File: src/rtl/rc4_decrypt_core.sv
// RC4 decryption engine: S-box init, key scheduling and keystream XOR over
// external synchronous-read S RAM, message ROM and result RAM.
module rc4_decrypt_core #(
  parameter int KEY_BYTES = 3,
  parameter int MSG_LEN   = 32,
  parameter int AW        = (MSG_LEN > 1) ? $clog2(MSG_LEN) : 1
) (
  input  logic                   clk,
  input  logic                   reset,
  input  logic                   start,
  input  logic [8*KEY_BYTES-1:0] secret_key,
  output logic                   busy,
  output logic                   done,
  output logic [7:0]             s_addr,
  output logic [7:0]             s_wdata,
  output logic                   s_wren,
  input  logic [7:0]             s_rdata,
  output logic [AW-1:0]          encrypted_mes_adr,
  input  logic [7:0]             encrypted_mes_data,
  output logic [AW-1:0]          decrypted_adr,
  output logic [7:0]             decrypted_data,
  output logic                   dmr_trigger
);

  localparam int             KIW     = (KEY_BYTES > 1) ? $clog2(KEY_BYTES) : 1;
  localparam logic [KIW-1:0] KI_LAST = KIW'(KEY_BYTES - 1);
  localparam logic [AW-1:0]  K_LAST  = AW'(MSG_LEN - 1);

  localparam logic [3:0] S_IDLE   = 4'd0;
  localparam logic [3:0] S_INIT   = 4'd1;
  localparam logic [3:0] S_KSA_RD = 4'd2;
  localparam logic [3:0] S_KSA_GI = 4'd3;
  localparam logic [3:0] S_KSA_WI = 4'd4;
  localparam logic [3:0] S_KSA_WJ = 4'd5;
  localparam logic [3:0] S_P_RD   = 4'd6;
  localparam logic [3:0] S_P_GI   = 4'd7;
  localparam logic [3:0] S_P_GJ   = 4'd8;
  localparam logic [3:0] S_P_WI   = 4'd9;
  localparam logic [3:0] S_P_WJ   = 4'd10;
  localparam logic [3:0] S_P_RF   = 4'd11;
  localparam logic [3:0] S_P_OUT  = 4'd12;
  localparam logic [3:0] S_DONE   = 4'd13;

  logic [3:0]     state;
  logic [7:0]     i, j, si, sj;
  logic [AW-1:0]  k;
  logic [KIW-1:0] kidx;   // tracks i mod KEY_BYTES without a divider
  logic [7:0]     key_byte;
  logic [7:0]     j_ksa, j_prga;

  // NOTE: every always_comb output gets a default first, so no path leaves it unassigned and no latch is inferred.
  always_comb begin
    key_byte = '0;
    for (int b = 0; b < KEY_BYTES; b++) begin
      if (kidx == KIW'(b)) key_byte = secret_key[8*(KEY_BYTES-1-b) +: 8];
    end
  end

  assign j_ksa  = j + s_rdata + key_byte;
  assign j_prga = j + s_rdata;

  // NOTE: sequential state uses non-blocking assignments so every register samples pre-edge values.
  always_ff @(posedge clk) begin
    if (reset) begin
      state <= S_IDLE;
      i     <= '0;
      j     <= '0;
      k     <= '0;
      kidx  <= '0;
      si    <= '0;
      sj    <= '0;
      busy  <= 1'b0;
      done  <= 1'b0;
    end else begin
      case (state)
        S_IDLE, S_DONE: begin
          if (start) begin
            state <= S_INIT;
            i     <= '0;
            j     <= '0;
            k     <= '0;
            kidx  <= '0;
            busy  <= 1'b1;
            done  <= 1'b0;
          end
        end
        S_INIT: begin
          i <= i + 8'd1;
          if (i == 8'hFF) begin
            state <= S_KSA_RD;
            j     <= '0;
            kidx  <= '0;
          end
        end
        S_KSA_RD: state <= S_KSA_GI;
        S_KSA_GI: begin
          si    <= s_rdata;
          j     <= j_ksa;
          state <= S_KSA_WI;
        end
        // S[j] arrives here and is written straight back to S[i]; the single
        // S RAM port cannot overlap the S[j] write with the next S[i] read.
        S_KSA_WI: begin
          sj    <= s_rdata;
          state <= S_KSA_WJ;
        end
        S_KSA_WJ: begin
          kidx <= (kidx == KI_LAST) ? '0 : kidx + 1'b1;
          if (i == 8'hFF) begin
            i     <= 8'd1;
            j     <= '0;
            k     <= '0;
            state <= S_P_RD;
          end else begin
            i     <= i + 8'd1;
            state <= S_KSA_RD;
          end
        end
        S_P_RD: state <= S_P_GI;
        S_P_GI: begin
          si    <= s_rdata;
          j     <= j_prga;
          state <= S_P_GJ;
        end
        S_P_GJ: begin
          sj    <= s_rdata;
          state <= S_P_WI;
        end
        S_P_WI: state <= S_P_WJ;
        S_P_WJ: state <= S_P_RF;
        S_P_RF: state <= S_P_OUT;
        S_P_OUT: begin
          i <= i + 8'd1;
          k <= k + 1'b1;
          if (k == K_LAST) begin
            state <= S_DONE;
            busy  <= 1'b0;
            done  <= 1'b1;
          end else begin
            state <= S_P_RD;
          end
        end
        default: state <= S_IDLE;
      endcase
    end
  end

  // Memory strobes decode from state only; s_rdata feeds data and address, never an enable.
  always_comb begin
    s_addr            = '0;
    s_wdata           = '0;
    s_wren            = 1'b0;
    encrypted_mes_adr = '0;
    decrypted_adr     = '0;
    decrypted_data    = '0;
    dmr_trigger       = 1'b0;
    case (state)
      S_INIT: begin
        s_addr  = i;
        s_wdata = i;
        s_wren  = 1'b1;
      end
      S_KSA_RD, S_P_RD: s_addr = i;
      S_KSA_GI:         s_addr = j_ksa;
      S_P_GI:           s_addr = j_prga;
      S_KSA_WI: begin
        s_addr  = i;
        s_wdata = s_rdata;
        s_wren  = 1'b1;
      end
      S_P_WI: begin
        s_addr  = i;
        s_wdata = sj;
        s_wren  = 1'b1;
      end
      S_KSA_WJ, S_P_WJ: begin
        s_addr  = j;
        s_wdata = si;
        s_wren  = 1'b1;
      end
      S_P_RF: begin
        s_addr            = si + sj;
        encrypted_mes_adr = k;
      end
      S_P_OUT: begin
        decrypted_adr  = k;
        decrypted_data = s_rdata ^ encrypted_mes_data;
        dmr_trigger    = 1'b1;
      end
      default: ;
    endcase
  end

endmodule

File: config.mk
export PLATFORM = sky130hd
export DESIGN_NAME = rc4_decrypt_core
export DESIGN_NICKNAME = d
export VERILOG_FILES = /design/src/rtl/rc4_decrypt_core.sv
export SDC_FILE = /design/constraint.sdc
export NUM_CORES = 1
export LEC_CHECK = 0
export ABC_AREA = 1
export CAP_MARGIN = 20
export CORE_ASPECT_RATIO = 0.75
export CORE_UTILIZATION = 55
export CTS_CLUSTER_SIZE = 8
export DETAILED_ROUTE_END_ITERATION = 16
export HOLD_SLACK_MARGIN = 0.06
export PLACE_DENSITY = 0.86
export SYNTH_ARGS = -nofsm -noshare
export SYNTH_HDL_FRONTEND = slang
export SYNTH_SLANG_ARGS = --single-unit
File: constraint.sdc
create_clock -name clk -period 5.2 [get_ports clk]
set_clock_uncertainty 0.15 [all_clocks]
set_input_delay 0.52 -clock clk [delete_from_list [all_inputs] [get_ports clk]]
set_output_delay 0.52 -clock clk [all_outputs]
set_load 0.005 [all_outputs]
# Yosys cells after proc, flatten, opt, wreduce, memory -nomap -nowiden
# Cells that the tools add are included.
word_totals:
  inputBits: 43
  out_inout_bits: 38
  reg_bits: 45
classes:
  n_reduce_logical: 21
  n_bitwise: 1
  add_sub_neg: 6
  n_mux: 33
  eq_ne: 22
ops:
  columns: ["cell", "n"]
  rows:
  - ["$pmux 8 s4", 2]
  - ["$mux 8", 7]
  - ["$pmux 4 s13", 1]
  - ["$pmux 8 s5", 1]
  - ["$add 8x8->8", 3]
  - ["$eq 4x4->1 const B", 6]
  - ["$pmux 8 s3", 1]
  - ["$mux 5", 4]
  - ["$eq 4x3->1 const B", 4]
  - ["$pmux 5 s3", 1]
  - ["$mux 4", 3]
  - ["$reduce_and 3->1", 4]
  - ["$reduce_or 2->1", 6]
  - ["$reduce_or 5->1", 2]
  - ["$reduce_bool 3->1", 3]
  - ["$add 8x1->8 const B", 1]
  - ["$eq 4x2->1 const B", 2]
  - ["$eq 8x8->1 const B", 1]
  - ["$ne 2x2->1 const B", 4]
  - ["$xor 8x8->8", 1]
  - ["$mux 1", 6]
  - ["$mux 2", 3]
  - ["$pmux 2 s3", 1]
  - ["$add 5x1->5 const B", 1]
  - ["other kinds (13)", 15]

# Longest topological paths before layout
# Gate-level depths: netlist of the first run.
depth:
  word_depth: 6
  mapped_depth: 17
  mapped_depth_nobuf: 17

# Worst setup path after synthesis of the first run
# Ideal clock, no wire load.
synth_path:
  kind: "input port to output port"
  from: "in s_rdata[0]"
  to: "out s_addr[5]"
  path_slack_ns: 1.817
  n_path_buf: 0
  arrival_time_ns: 2.713
  required_ns: 4.530
  stages: 14
  cell_sequence: "ha_1 -> fa_1 -> a31o_2 -> or2_2 -> nand2_1 -> inv_1 -> ha_1 -> nor2_1 -> a21oi_1 -> or2_2 -> nand3_1 -> nand2_1 -> nor2_1 -> o21ai_1"
synth_via:
  elab_chain_len: 3
synth_rtl:
  columns: ["item", "line_no", "rtl"]
  rows:
  - ["start, declared", "17", "input logic [7:0] s_rdata,"]
  - ["$add 8x8->8 (*)", "59, 60", null]
  - ["$add 8x8->8", "59", "assign j_ksa = j + s_rdata + key_byte;"]
  - ["$pmux 8 s5 (*)", "157", "case (state)"]
  - ["end, declared", "14", "output logic [7:0] s_addr,"]
# Mark *: on every way between the ends. The rest lies on a longest branch, timed or not.

# Final worst setup path of the first run
layout_path:
  from: "in s_rdata[0]"
  to: "out s_addr[7]"
# Same word-level chain as after synthesis.

==> results.yml, run 1 <==
run_status:
  status: "complete, no violations"
final_layout:
  multi_input_area_sq_mm: 0.00241
  fillCellCount: 531
  diodes: 0
  synthToLayoutAreaGrowth_pct: 26.7
  nNetsFinal: 719
  seqCellArea_sq_um: 901
  utilization_pct: 73.0
  design_area_sq_mm: 0.00464
  drive_gt1_share_pct: 8.15
route:
  firstDrtPassIters: 7
  drt_wl_total_mm: 11.0
  drt_iter0_markers: 374
  final_antenna_net_count: 0
  vias: 4159
  via_per_inst: 5.69
  wl_per_cell_microns: 15.1
  drc: 0
timing:
  drv_slew: 0
  relSlewSlack_pct: 47.6
  min_period_ns: 4.73
  setup_viol: 0
  worst_pin_slew_ns: 0.784
  finalSetupTns_ns: 0
  fmax_ghz: 0.211
  grt_setup_unrepaired: "no"
  min_period_over_period_pct: 90.9
  hold_viol_final: 0
  finalWorstSetupSlack_ns: 0.471
placed_design:
  portBuffers: 80
  gp_congestion: 0.943
  dp_slack_ns: 0.530
  place_hpwl_mm: 8.54
  placed_area_sq_mm: 0.00453
pwr:
  ir_drop_v: 0.000158
  powerDensity_mw_per_mm2: 280
  leakage_nw: 2.01
critical_path:
  path_cells: "clkdlybuf4s50_1 > ha_1 > fa_1 > a31o_2 > or2_2 > nand2_1 > inv_1 > ha_1 > a21oi_1 > o21ai_0 > a21oi_1 > inv_1 > nand3_1 > nand3_1 > nand4_1 > clkdlybuf4s50_1"
  cp_max_fo: 6
  reg2reg_to: "j[7]$_SDFFE_PP0P_"
  cp.arrival_ns: 4.06
  crit_type: "primary input to output pin"
  cpMaxStageDelayCell: "clkdlybuf4s50_1"
  crit_family: "buffers and inverters"
  rr_startpoint: "j[0]$_SDFFE_PP0P_"
  cp_num_buf_inv: 4
  r2r_setup_slack_ns: 2.14
  max_stage_delay_ns: 0.56
  startpoint_type: "primary input"
  reg2reg_depth: 16
  required_ns: 4.53
  end_kind: "output pin"
synth:
  synth.area.top_cells: "dfxtp_1 25%, nand2_1 13%, ha_1 8.2%"
  ys_types: 43
  synthMuxAreaShare_pct: 0
  synth-simple-area-share_pct: 33.1
  synth_seq_cells: 45
  yosysTopAreaCell: "dfxtp_1"
  netlist_instances: 570
  synth_edf_count: 0
  syn-num-nets: 640
  synth_top_family_by_area: "simple AND/OR/NAND/NOR gates"
  synth-xor-area-share_pct: 4.55
  yosys_most_used_dff: "dfxtp_1"
  yosysTopAreaCellShare_pct: 24.6
  ys_seq_area_share_pct: 24.6
  yosys_warnings: 0
  syn_avg_cell_area_sq_um: 6.42
  synth_fa_ha_area_share_pct: 9.85
  netlist_area_sq_mm: 0.00366
  synth-compound-area-share_pct: 18.3
  synthArstFlopShare_pct: 0
global_route:
  grt_pass1_vias: 3871
  gr-total-overflow: 0
  grt_first_pass_wirelength_mm: 17.7
  antenna_found_initial: 0
  grt_max_degree: 24
  gr-usage-all-layers_pct: 33.2
floorplan:
  rows: 25
  initial_core_util_pct: 57.6
  io_pins: 81
  die-height_microns: 72.6
  coreArea_sq_mm: 0.00635
  chipWidth_microns: 96.2
  die-area_sq_mm: 0.00699
hold_path:
  hold_end: "done$_SDFFE_PP0P_"
  hp-start: "done$_SDFFE_PP0P_"
  whs_path_depth: 2
  hold_class: "register to register"
clock_network:
  numCtsBuffers: 5
  cts_setup_buffers: 0
  cts_resized: 0
  holdBufCountCts: 0
  clk_pin_slew_ns: 0.09
  cts_root_buffer: "clkbuf_8"
  tritoncts: "built"
  cts_max_path_buffers: 2
  cts_sinks: 45
  htreeDepth: 2
  clock_latency_ns: 0.31
run:
  maxCapViolCount: 0
cells by family after synthesis:
logic type | count (synthesis)
simple gates | 275
compound gates | 112
flops | 45
fa+ha+maj | 27
buf+inv | 92
xor+xnor | 19
metrics by stage:
| stage | total power [mW] | hold WS (ns) | std cells |
|---|---|---|---|
| after CTS | 1.28 | 0.316 | 731 |
| after detailed placement | 1.01 | 0.304 | 723 |
| final | 1.30 | 0.311 | 731 |
| after floorplan | 0.826 | 0.291 | 570 |
| after global routing | 1.38 | 0.343 | 731 |
| after global placement | 0.993 | 0.300 | 723 |
layout by cell type, fill, tap and decap left out, types with 2 or more instances in the layout:
cell             Yosys  layout
nand2_1            125     125
o21ai_1              2       2
a21oi_1             44      44
a211oi_1             2       2
o21ai_0             29      29
nor3_1               7       7
a22o_1               2       2
dfxtp_1             45      45
a221oi_1             3       3
fa_1                 3       3
nand2_2              3       3
inv_2               15      15
xnor2_1              9       9
nand4_1              8       8
o22ai_1              5       5
nand3_1             38      38
a31oi_1              2       2
nor2_4               4       4
nor2_1              70      70
ha_1                24      24
inv_1               68      68
clkdlybuf4s50_1      0      80
a22oi_1              4       4
o2111ai_1            5       5
clkbuf_8             0       5
or2_2                6       6
xor2_1              10      10
nor2_2              10      10
nand2_4              2       2
o211ai_1             5       5
power by group:
part           switching, mW  internal (mW)  total (mW)  leakage, nW
registers             0.0374          0.384       0.422        0.364
logic                  0.377          0.223       0.600         1.59
clock network          0.132          0.145       0.276       0.0554
total                  0.546          0.752        1.30         2.01
cell type report:
class	instances	share of cell area (%)
well taps	81	2.19
clock buffers	6	1.57
repair buffers	80	17.3
clock inverters	2	0.836
inverters	84	6.80
flip-flops and latches	45	19.4
multi-input cells	433	51.9
layer usage:
layer	global-route usage [%]	share of wire [%]
met1	41.9	44
met5	0	0
met4	10.9	1.8
met3	7.81	9.1
met2	55.7	46
flip-flops by register name (all words and copies together) (netlist names):
register	flops
done	1
sj	8
i	8
busy	1
j	8
si	8
state	4
k	5
kidx	2
cells in the mapped netlist, types with 5 or more instances:
cell type  count
nand4_1        8
nor2_1        70
o21ai_0       29
or2_2          6
dfxtp_1       45
nor2_2        10
inv_2         15
nand3_1       38
ha_1          24
o22ai_1        5
inv_1         68
xnor2_1        9
a21oi_1       44
clkbuf_1       6
xor2_1        10
nand2_1      125
o2111ai_1      5
o211ai_1       5
nor3_1         7
how the worst max path moves through the flow:
stage,depth (start not counted),to,from
CTS,16,s_addr[7],s_rdata[0]
detailed placement,16,s_addr[7],s_rdata[0]
global route,16,s_addr[7],s_rdata[0]
global placement,16,s_addr[7],s_rdata[0]
floorplan,14,s_addr[5],s_rdata[0]
finish,16,s_addr[7],s_rdata[0]
tightest hold or removal path: stages, from the launching register on:
cell and delay [ns]:
dfxtp_1 0.32, nand2_1 0.06, a21oi_1 0.05
Power figures use the tool's default switching activity.
==> run 2, diff against run 1 <==
- SLEW_MARGIN: not set -> 30
==> results of run 2 <==
The final DEF is identical to that of run 1; final timing and power are the same.
